$ cat src/rtl/io_responder_if.sv
// Processor data-memory bus toward the I/O responder; iodata/ioSel return
// combinationally from the target with zero latency and no backpressure.
interface io_responder_if;
  logic        memread;
  logic        memwrite;
  logic [15:0] adr;
  logic [15:0] writedata;
  logic [15:0] iodata;
  logic        ioSel;

  modport master (
    output memread, memwrite, adr, writedata,
    input  iodata, ioSel
  );

  modport slave (
    input  memread, memwrite, adr, writedata,
    output iodata, ioSel
  );
endinterface

$ cat src/rtl/io_responder.sv
// I/O-space target (adr[15:14]==2'b11): LED, synced switches, event FIFO, timer; reads are
// zero-latency, writes/pops land on the edge, never stalls. IO_IRQ_EN adds IRQMASK at offset 6 and a registered irq.
module io_responder #(
  parameter int FIFO_DEPTH = 4,
  parameter int EV_WIDTH   = 8,
  parameter int SW_WIDTH   = 16
) (
  input  logic                clk,
  input  logic                rst,
  io_responder_if.slave       bus,
  input  logic [SW_WIDTH-1:0] sw,
  input  logic                evValid,
  input  logic [EV_WIDTH-1:0] evData,
  output logic [15:0]         led
`ifdef IO_IRQ_EN
  ,
  output logic                irq
`endif
);

  localparam int PW = $clog2(FIFO_DEPTH);

  logic [15:0]         led_q, led_d;
  logic [15:0]         count_q, count_d;
  logic [15:0]         cmp_q, cmp_d;
  logic                tflag_q, tflag_d;
  logic                ovf_q, ovf_d;
  logic [PW:0]         rd_ptr_q, rd_ptr_d;
  logic [PW:0]         wr_ptr_q, wr_ptr_d;
  logic [EV_WIDTH-1:0] mem_q [FIFO_DEPTH];
  logic [SW_WIDTH-1:0] sw_meta_q, sw_sync_q;
`ifdef IO_IRQ_EN
  logic [1:0]          mask_q, mask_d;
  logic                irq_q, irq_d;
`endif

  logic        sel, rd_en, wr_en;
  logic [2:0]  off;
  logic        empty, full, pop, push, ovf_set, tflag_set;
  logic [15:0] rdata;

  assign bus.ioSel = (bus.adr[15:14] == 2'b11);
  assign sel       = bus.ioSel && (bus.adr[13:3] == 11'd0);
  assign off       = bus.adr[2:0];
  assign rd_en     = sel && bus.memread;
  assign wr_en     = sel && bus.memwrite;

  // Extra pointer MSB distinguishes full from empty when the index bits match.
  assign empty = (rd_ptr_q == wr_ptr_q);
  assign full  = (rd_ptr_q[PW] != wr_ptr_q[PW]) && (rd_ptr_q[PW-1:0] == wr_ptr_q[PW-1:0]);

  assign pop       = rd_en && (off == 3'd3) && !empty;
  assign push      = evValid && (!full || pop);
  assign ovf_set   = evValid && full && !pop;
  assign tflag_set = (count_q == cmp_q);

  always_comb begin
    rdata = 16'h0000;
    if (rd_en) begin
      case (off)
        3'd0: rdata = led_q;
        3'd1: rdata = 16'(sw_sync_q);
        3'd2: rdata = {12'h000, tflag_q, ovf_q, full, empty};
        3'd3: rdata = empty ? 16'h0000 : 16'(mem_q[rd_ptr_q[PW-1:0]]);
        3'd4: rdata = count_q;
        3'd5: rdata = cmp_q;
`ifdef IO_IRQ_EN
        3'd6: rdata = {14'h0000, mask_q};
`endif
        default: rdata = 16'h0000;
      endcase
    end
  end

  assign bus.iodata = rdata;
  assign led        = led_q;

  always_comb begin
    led_d    = led_q;
    count_d  = count_q + 16'd1;
    cmp_d    = cmp_q;
    rd_ptr_d = rd_ptr_q + (PW+1)'(pop);
    wr_ptr_d = wr_ptr_q + (PW+1)'(push);
`ifdef IO_IRQ_EN
    mask_d   = mask_q;
    irq_d    = (mask_q[0] & tflag_q) | (mask_q[1] & ~empty);
`endif
    if (wr_en) begin
      case (off)
        3'd0: led_d   = bus.writedata;
        3'd4: count_d = bus.writedata;
        3'd5: cmp_d   = bus.writedata;
`ifdef IO_IRQ_EN
        3'd6: mask_d  = bus.writedata[1:0];
`endif
        default: ;
      endcase
    end
    // Set beats a simultaneous write-1-to-clear.
    ovf_d   = ovf_set   | (ovf_q   & ~(wr_en && (off == 3'd2) && bus.writedata[2]));
    tflag_d = tflag_set | (tflag_q & ~(wr_en && (off == 3'd2) && bus.writedata[3]));
  end

  always_ff @(posedge clk) begin
    if (!rst) begin
      led_q     <= 16'h0000;
      count_q   <= 16'h0000;
      cmp_q     <= 16'hFFFF;
      tflag_q   <= 1'b0;
      ovf_q     <= 1'b0;
      rd_ptr_q  <= '0;
      wr_ptr_q  <= '0;
      sw_meta_q <= '0;
      sw_sync_q <= '0;
`ifdef IO_IRQ_EN
      mask_q    <= 2'b00;
      irq_q     <= 1'b0;
`endif
    end else begin
      led_q     <= led_d;
      count_q   <= count_d;
      cmp_q     <= cmp_d;
      tflag_q   <= tflag_d;
      ovf_q     <= ovf_d;
      rd_ptr_q  <= rd_ptr_d;
      wr_ptr_q  <= wr_ptr_d;
      sw_meta_q <= sw;
      sw_sync_q <= sw_meta_q;
`ifdef IO_IRQ_EN
      mask_q    <= mask_d;
      irq_q     <= irq_d;
`endif
    end
  end

  always_ff @(posedge clk) begin
    if (rst && push) begin
      mem_q[wr_ptr_q[PW-1:0]] <= evData;
    end
  end

`ifdef IO_IRQ_EN
  assign irq = irq_q;
`endif

endmodule

$ cat src/flat_wrapper.sv
// flat-port wrapper written by rule: the top's interface ports become plain ports
module io_responder_flat 
#(
  parameter int FIFO_DEPTH = 4,
  parameter int EV_WIDTH   = 8,
  parameter int SW_WIDTH   = 16
)
  (clk, rst, sw, evValid, evData, led, bus_memread, bus_memwrite, bus_adr, bus_writedata, bus_iodata, bus_ioSel);
  io_responder_if bus_i ();
  input  logic clk;
  input  logic rst;
  input  logic [SW_WIDTH-1:0] sw;
  input  logic evValid;
  input  logic [EV_WIDTH-1:0] evData;
  output logic [15:0] led;
  input wire logic [$bits(bus_i.memread)-1:0] bus_memread;
  input wire logic [$bits(bus_i.memwrite)-1:0] bus_memwrite;
  input wire logic [$bits(bus_i.adr)-1:0] bus_adr;
  input wire logic [$bits(bus_i.writedata)-1:0] bus_writedata;
  output wire logic [$bits(bus_i.iodata)-1:0] bus_iodata;
  output wire logic [$bits(bus_i.ioSel)-1:0] bus_ioSel;
  assign bus_i.memread = bus_memread;
  assign bus_i.memwrite = bus_memwrite;
  assign bus_i.adr = bus_adr;
  assign bus_i.writedata = bus_writedata;
  assign bus_iodata = bus_i.iodata;
  assign bus_ioSel = bus_i.ioSel;
  io_responder #(.FIFO_DEPTH(FIFO_DEPTH), .EV_WIDTH(EV_WIDTH), .SW_WIDTH(SW_WIDTH)) u_core (.clk(clk), .rst(rst), .bus(bus_i), .sw(sw), .evValid(evValid), .evData(evData), .led(led));
endmodule
$ cat config.mk
export PLATFORM = sky130hd
export DESIGN_NAME = io_responder_flat
export DESIGN_NICKNAME = d
export VERILOG_FILES = /design/src/rtl/io_responder_if.sv /design/src/rtl/io_responder.sv /design/src/flat_wrapper.sv
export SDC_FILE = /design/constraint.sdc
export NUM_CORES = 1
export LEC_CHECK = 0
export CAP_MARGIN = 10
export CORE_MARGIN = 8
export CORE_UTILIZATION = 25
export DETAILED_ROUTE_END_ITERATION = 16
export GPL_TIMING_DRIVEN = 0
export PLACE_DENSITY_LB_ADDON = 0.1
export SYNTH_ARGS = -nofsm -noshare
export SYNTH_HDL_FRONTEND = slang
export SYNTH_SLANG_ARGS = --single-unit
$ cat constraint.sdc
create_clock -name clk -period 6.8 [get_ports clk]
set_input_delay 1.02 -clock clk [delete_from_list [all_inputs] [get_ports clk]]
set_output_delay 1.02 -clock clk [all_outputs]
set_load 0.1 [all_outputs]
======== After elaboration in Yosys (flattened, before gate mapping) ========
Memories as Yosys holds them, arrays and structs flattened. A register that Yosys moved wholly into a read port is not among the register bits.
Cells that the tools add are included.
storage, ports and cells
  register bits ........................... 88
  output and inout bits ................... 33
  RAM bits ................................ 32
  memories kept ........................... 1
  input bits .............................. 61
  word-level logic and storage cells ...... 58
memory list
  name          words  bits a word  read ports  clocked after Yosys merged registers in  wr ports  RTL line            source
  u_core.mem_q  4      8            1           1                                        1         io_responder.sv:30  logic [EV_WIDTH-1:0] mem_q [FIFO_DEPTH];
cells by class
  add/subtract/negate cells ............... 3
  bitwise logic cells ..................... 6
  reduce and logical (&&, ||, !) cells .... 21
  equality and inequality tests ........... 10
  muxes and demuxes ....................... 8
operators with widths
  operator                                                         count
  16-bit one-hot mux with 6 select lines                           1
  16-bit two-way mux                                               3
  16-bit by 1-bit adder with 16-bit output, second input constant  1
  16-bit == test                                                   1
  1-bit logical AND                                                13
  11-bit zero test                                                 1
  8-bit two-way mux                                                1
  3-bit by 1-bit adder with 3-bit output                           2
  3-bit by 2-bit == test with 1-bit output, second input constant  2
  3-bit == test, second input constant                             2
  2-bit AND reduction                                              2
  3-bit by 1-bit == test with 1-bit output, second input constant  1
  3-bit == test                                                    1
  1-bit zero test                                                  3
  3-bit zero test                                                  1
  1-bit bitwise AND                                                2
  2-bit == test                                                    1
  2-bit == test, second input constant                             1
  1-bit two-way mux                                                2
  2-bit two-way mux                                                1
  1-bit inverter                                                   2
  1-bit OR                                                         2
  1-bit logical OR                                                 1
  1-bit != test                                                    1

======== Logic depth before layout (Yosys ltp) ========
  depth in word-level cells ............... 10
  gate-level depth with buffers ........... 9
  mapped depth without buffers ............ 8

======== Worst setup path before layout ========
Ideal clock, no wire load.
  path type ............................... input to output
  start ................................... input bus_adr[2]
  end ..................................... output bus_iodata[2]
  path slack .............................. 2356 ps
  buffers on the path ..................... 2
  stages on the path ...................... 6
  data required time ...................... 5780 ps
  arrival time ............................ 3424 ps
  cell sequence ........................... buf_2 clkbuf_1 nor2_1 a22oi_1 o22a_1 a21oi_1
on the way
  longest elaborated chain between the ends .. 3
  elaborated cells between the ends (all ways) .. 8
  those cells by class .................... eq/ne: 5; mux: 2; reduce/logical: 1
ends and longest elaborated chain
  item                                         RTL line            source
  start, declared                              flat_wrapper.sv:18  input wire logic [$bits(bus_i.adr)-1:0] bus_adr;
  3-bit == test, or another cell as far along  io_responder.sv:60  case (off)
  16-bit one-hot mux with 6 select lines *     io_responder.sv:60
  16-bit two-way mux *                         io_responder.sv:59  if (rd_en) begin
  end, declared                                flat_wrapper.sv:20  output wire logic [$bits(bus_i.iodata)-1:0] bus_iodata;
Every way passes the cells marked *; elsewhere a longest branch is shown, timed or not.

======== Worst setup path after layout ========
  start ................................... input bus_adr[0]
  end ..................................... output bus_iodata[0]
Same word-level chain as after synthesis.

==> metrics.log <==
INFO  metric max_cap_viol_count = 0
INFO  metric detail_route.drc_violations = 0
INFO  metric endpoint_arrival_time_on_the_critical_path = 4.04 ns
INFO  metric grt_pass1_wl = 24.7 mm
INFO  metric worstPathMaxFanout = 10
INFO  metric global_route.peak_usage_layer = met2
INFO  metric syn_avg_cell_area = 11.1 µm²
INFO  metric clock-skew-final = 0.00821 ns
INFO  metric synth.distinct_cells = 45
INFO  metric layout.filler_cells = 2118
INFO  metric finalHoldViolations = 0
INFO  metric setup_tns = 0 ns
INFO  metric cpMaxStageDelayCell = sky130_fd_sc_hd__clkdlybuf4s50_1
INFO  metric grt_start_max_net_pins = 17
INFO  metric ys.flop_type = sky130_fd_sc_hd__dfxtp_1
INFO  metric critical_path.startpoint = bus_adr[0]
INFO  metric postSynthRegisterBits = 120
INFO  metric powerDensity = 248 mW/mm²
INFO  metric netSwitchingFraction = 24.2%
INFO  metric totalPowerFinal = 1.80 mW
INFO  metric element_type_at_the_critical_path_end = output port
INFO  metric fin_crit = 5.06 ns
INFO  metric area_growth_syn_to_layout = 35.6%
INFO  metric crit_path_start_kind = input port
INFO  metric htree_num_levels = 4
INFO  metric antenna_left = 0
INFO  metric r2r.worst_path.cells = 6
INFO  metric io_buffers = 91
INFO  metric clock_sink_count = 120
INFO  metric grt_usage = 12.5%
INFO  metric holdBufCountCts = 0
INFO  metric synth.area.mux_share = 12.8%
INFO  metric netlist.top_cell.by_area = sky130_fd_sc_hd__dfxtp_1
INFO  metric intPower = 1.37 mW
INFO  metric cts_buffers = 17
INFO  metric rsz0062_at_grt = false
INFO  metric mappedNetlistNets = 548
INFO  metric antenna_found_initial = 1
INFO  metric yosys.area_share.simple = 20.4%
INFO  metric final_cell_mix = 91 x sky130_fd_sc_hd__clkdlybuf4s50_1, 88 x sky130_fd_sc_hd__dfxtp_1, 66 x sky130_fd_sc_hd__nand2_1
INFO  metric hold_start = u_core.sw_meta_q[10]$_SDFF_PN0_
INFO  metric max-clock-path-buffers = 2
INFO  metric slew-limit-headroom = 33.0%
INFO  metric gp_congestion = 0.763
INFO  metric p_clk_share = 51.3%
INFO  metric pwr-share-comb = 6.6%
INFO  metric vdd.ir_drop.worst = 0.162 mV
INFO  metric timing.final.max_slew_violations = 0
INFO  metric root_buffer = sky130_fd_sc_hd__clkbuf_16
INFO  metric worst_pin_slew = 1.00 ns
INFO  metric die_area = 0.0264 mm²
INFO  metric yosys.area_share.adder = 1.17%
INFO  metric wirelength = 16.1 mm
INFO  metric holdCritPathClass = register to register
INFO  metric layout-drive-gt1-share = 13.6%
INFO  metric synth-compound-area-share = 5.81%
INFO  metric synth_top_family_by_area = simple AND/OR/NAND/NOR gates
INFO  metric criticalPathCategory = input port to output port
INFO  metric clock_insertion_delay_worst_skew = 0.43 ns
INFO  metric design.portCount = 94
INFO  metric dieWidth = 162 µm
INFO  metric max_freq = 198 MHz
INFO  metric finalSetupViolations = 0
INFO  metric critical_path.endpoint = bus_iodata[0]
INFO  metric path_common_cell = sky130_fd_sc_hd__clkdlybuf4s50_1
INFO  metric power.switching = 0.436 mW
INFO  metric portion_of_the_clock_cycle_consumed_by_the_worst_path_in_the_final_layout = 74.3%
INFO  metric post-dp-hpwl = 12.3 mm
INFO  metric use_met2 = 20.3%
INFO  metric yosys.area_share.xor_xnor = 5.72%
INFO  metric antenna_cells_inserted = 0
INFO  metric netlist_instances = 482
INFO  metric rr_endpoint = u_core.mem_q[3][0]$_DFFE_PP_
INFO  metric power.share.sequential = 42.0%
INFO  metric design_area = 0.00727 mm²
INFO  metric cpPeakStageDelay = 1.17 ns
INFO  metric post_synth_instance_area = 0.00536 mm²
INFO  metric core_area = 0.0210 mm²
INFO  metric postCtsResizedCells = 0
INFO  metric grtUsageMet3 = 4.07%
INFO  metric number_of_synthesis_warnings = 0
INFO  metric cts_clk_pin_slew_worst_paths = 0.06 ns
INFO  metric num_rows = 53
INFO  metric tritoncts = built
INFO  metric result_of_the_run = complete, no violations
INFO  metric crit_required = 5.78 ns
INFO  metric static-leakage-power = 2.63 nW
INFO  metric die_height = 162 µm
INFO  metric vias_per_cell = 4.47
INFO  metric post_dp_cell_area = 0.00666 mm²
INFO  metric r2r_setup_slack = 4.11 ns
INFO  metric seq_area_frac_synth = 50.8%
INFO  metric post_cts_repair_setup_buffers = 0
INFO  metric wl_per_cell = 18.2 µm
INFO  metric synth_area_leaders = sky130_fd_sc_hd__dfxtp_1 33%, sky130_fd_sc_hd__edfxtp_1 18%, sky130_fd_sc_hd__mux4_2 8.8%, sky130_fd_sc_hd__and2_1 4.7%, sky130_fd_sc_hd__nand2_1 4.6%
INFO  metric global_route.usage.met1 = 15.6%
INFO  metric most_common_library_cell_in_the_layout_ignoring_fill_and_taps = sky130_fd_sc_hd__clkdlybuf4s50_1
INFO  metric synth_largest_type_area_fraction = 32.9%
INFO  metric detailroute.via_count = 3949
INFO  metric final_util = 34.6%
INFO  metric first_global_vias = 4169
INFO  metric launching_point_of_the_worst_reg2reg_path = u_core.rd_ptr_q[1]$_SDFF_PN0_
INFO  metric floorplan.initialDensity = 25.5%
INFO  metric first_iter_violations = 158
INFO  metric asyncSetResetFlopFracSynth = 0%
INFO  metric first_pass_detailed_route_iteration_total = 5
INFO  metric synth_edf_count = 32
INFO  metric overflow = 0
INFO  metric worstPathCellList = clkdlybuf4s50_1 -> buf_2 -> buf_1 -> nand2_1 -> mux2i_1 -> a22oi_1 -> nor2b_1 -> clkdlybuf4s50_1
INFO  metric num-nets-final = 662
[critical path: cells and delay by family]
family                 cells  cell delay [ns]
AOI/OAI and AO/OA          1             0.09
muxes                      1             0.18
and+or+nand+nor            2             0.26
buffers and inverters      4             2.47
[synthesized netlist by cell type, types with 11 or more instances]
cell / count
sky130_fd_sc_hd__mux4_2: 21
sky130_fd_sc_hd__nand3_1: 28
sky130_fd_sc_hd__mux2i_1: 20
sky130_fd_sc_hd__edfxtp_1: 32
sky130_fd_sc_hd__nand2_1: 66
sky130_fd_sc_hd__and2_1: 40
sky130_fd_sc_hd__xor2_1: 24
sky130_fd_sc_hd__clkbuf_1: 17
sky130_fd_sc_hd__and3_1: 11
sky130_fd_sc_hd__dfxtp_1: 88
sky130_fd_sc_hd__xnor2_1: 11
sky130_fd_sc_hd__nor2b_1: 20
sky130_fd_sc_hd__a21oi_1: 20
[per-stage QoR]
stage               setup slack [ns]  hold slack [ns]  instances
floorplan                       2.36            0.412        482
global placement                1.71            0.423        848
detailed placement              1.71            0.420        852
CTS                             1.70            0.430        884
global route                    1.61            0.443        884
finish                          1.74            0.429        884
[power groups by stage]
stage,Clock [mW],Combinational [mW],Sequential [mW]
CTS,0.948,0.122,0.758
floorplan,0,0.0573,0.771
finish,0.926,0.119,0.758
detailed placement,0,0.121,0.774
global placement,0,0.118,0.773
global route,0.984,0.130,0.760
[registers in the layout (all words and copies together), names as in the netlist]
signal            flops
u_core.tflag_q        1
u_core.wr_ptr_q       3
u_core.ovf_q          1
u_core.led           16
u_core.count_q       16
u_core.sw_meta_q     16
u_core.cmp_q         16
u_core.sw_sync_q     16
u_core.mem_q         32
u_core.rd_ptr_q       3
[kinds of logic after synthesis]
| kind of cell | count (synthesis) |
|---|---|
| compound gates | 47 |
| xor+xnor | 35 |
| fa+ha+maj | 5 |
| buf+inv | 33 |
| flops | 120 |
| mux | 42 |
| simple gates | 200 |
[cell type report]
| cell class | count | area [µm²] | area share (%) |
|---|---|---|---|
| Multi-Input combinational cell | 329 | 2480 | 34.1 |
| Clock inverter | 15 | 179 | 2.46 |
| Buffer | 32 | 174 | 2.39 |
| Inverter | 1 | 3.75 | 0.0516 |
| Tap cell | 275 | 344 | 4.73 |
| Clock buffer | 17 | 425 | 5.85 |
| Sequential cell | 120 | 2720 | 37.5 |
| Timing Repair Buffer | 95 | 941 | 12.9 |
[per-layer routing]
layer / up-vias / share of wire [%]
met2: 74 / 49
met1: 1924 / 45
met3: 14 / 4.3
met4: 2 / 1.0
met5: - / 0.081
li1: 1935 / -
[how the worst min path moves through the flow]
stage,end,slack [ns],cells past startpoint
global placement,u_core.sw_sync_q[11]$_SDFF_PN0_,0.42,1
finish,u_core.sw_sync_q[10]$_SDFF_PN0_,0.43,1
CTS,u_core.sw_sync_q[10]$_SDFF_PN0_,0.43,1
global route,u_core.sw_sync_q[10]$_SDFF_PN0_,0.44,1
detailed placement,u_core.sw_sync_q[10]$_SDFF_PN0_,0.42,1
floorplan,u_core.sw_sync_q[0]$_SDFF_PN0_,0.41,1
Power figures use the tool's default switching activity.
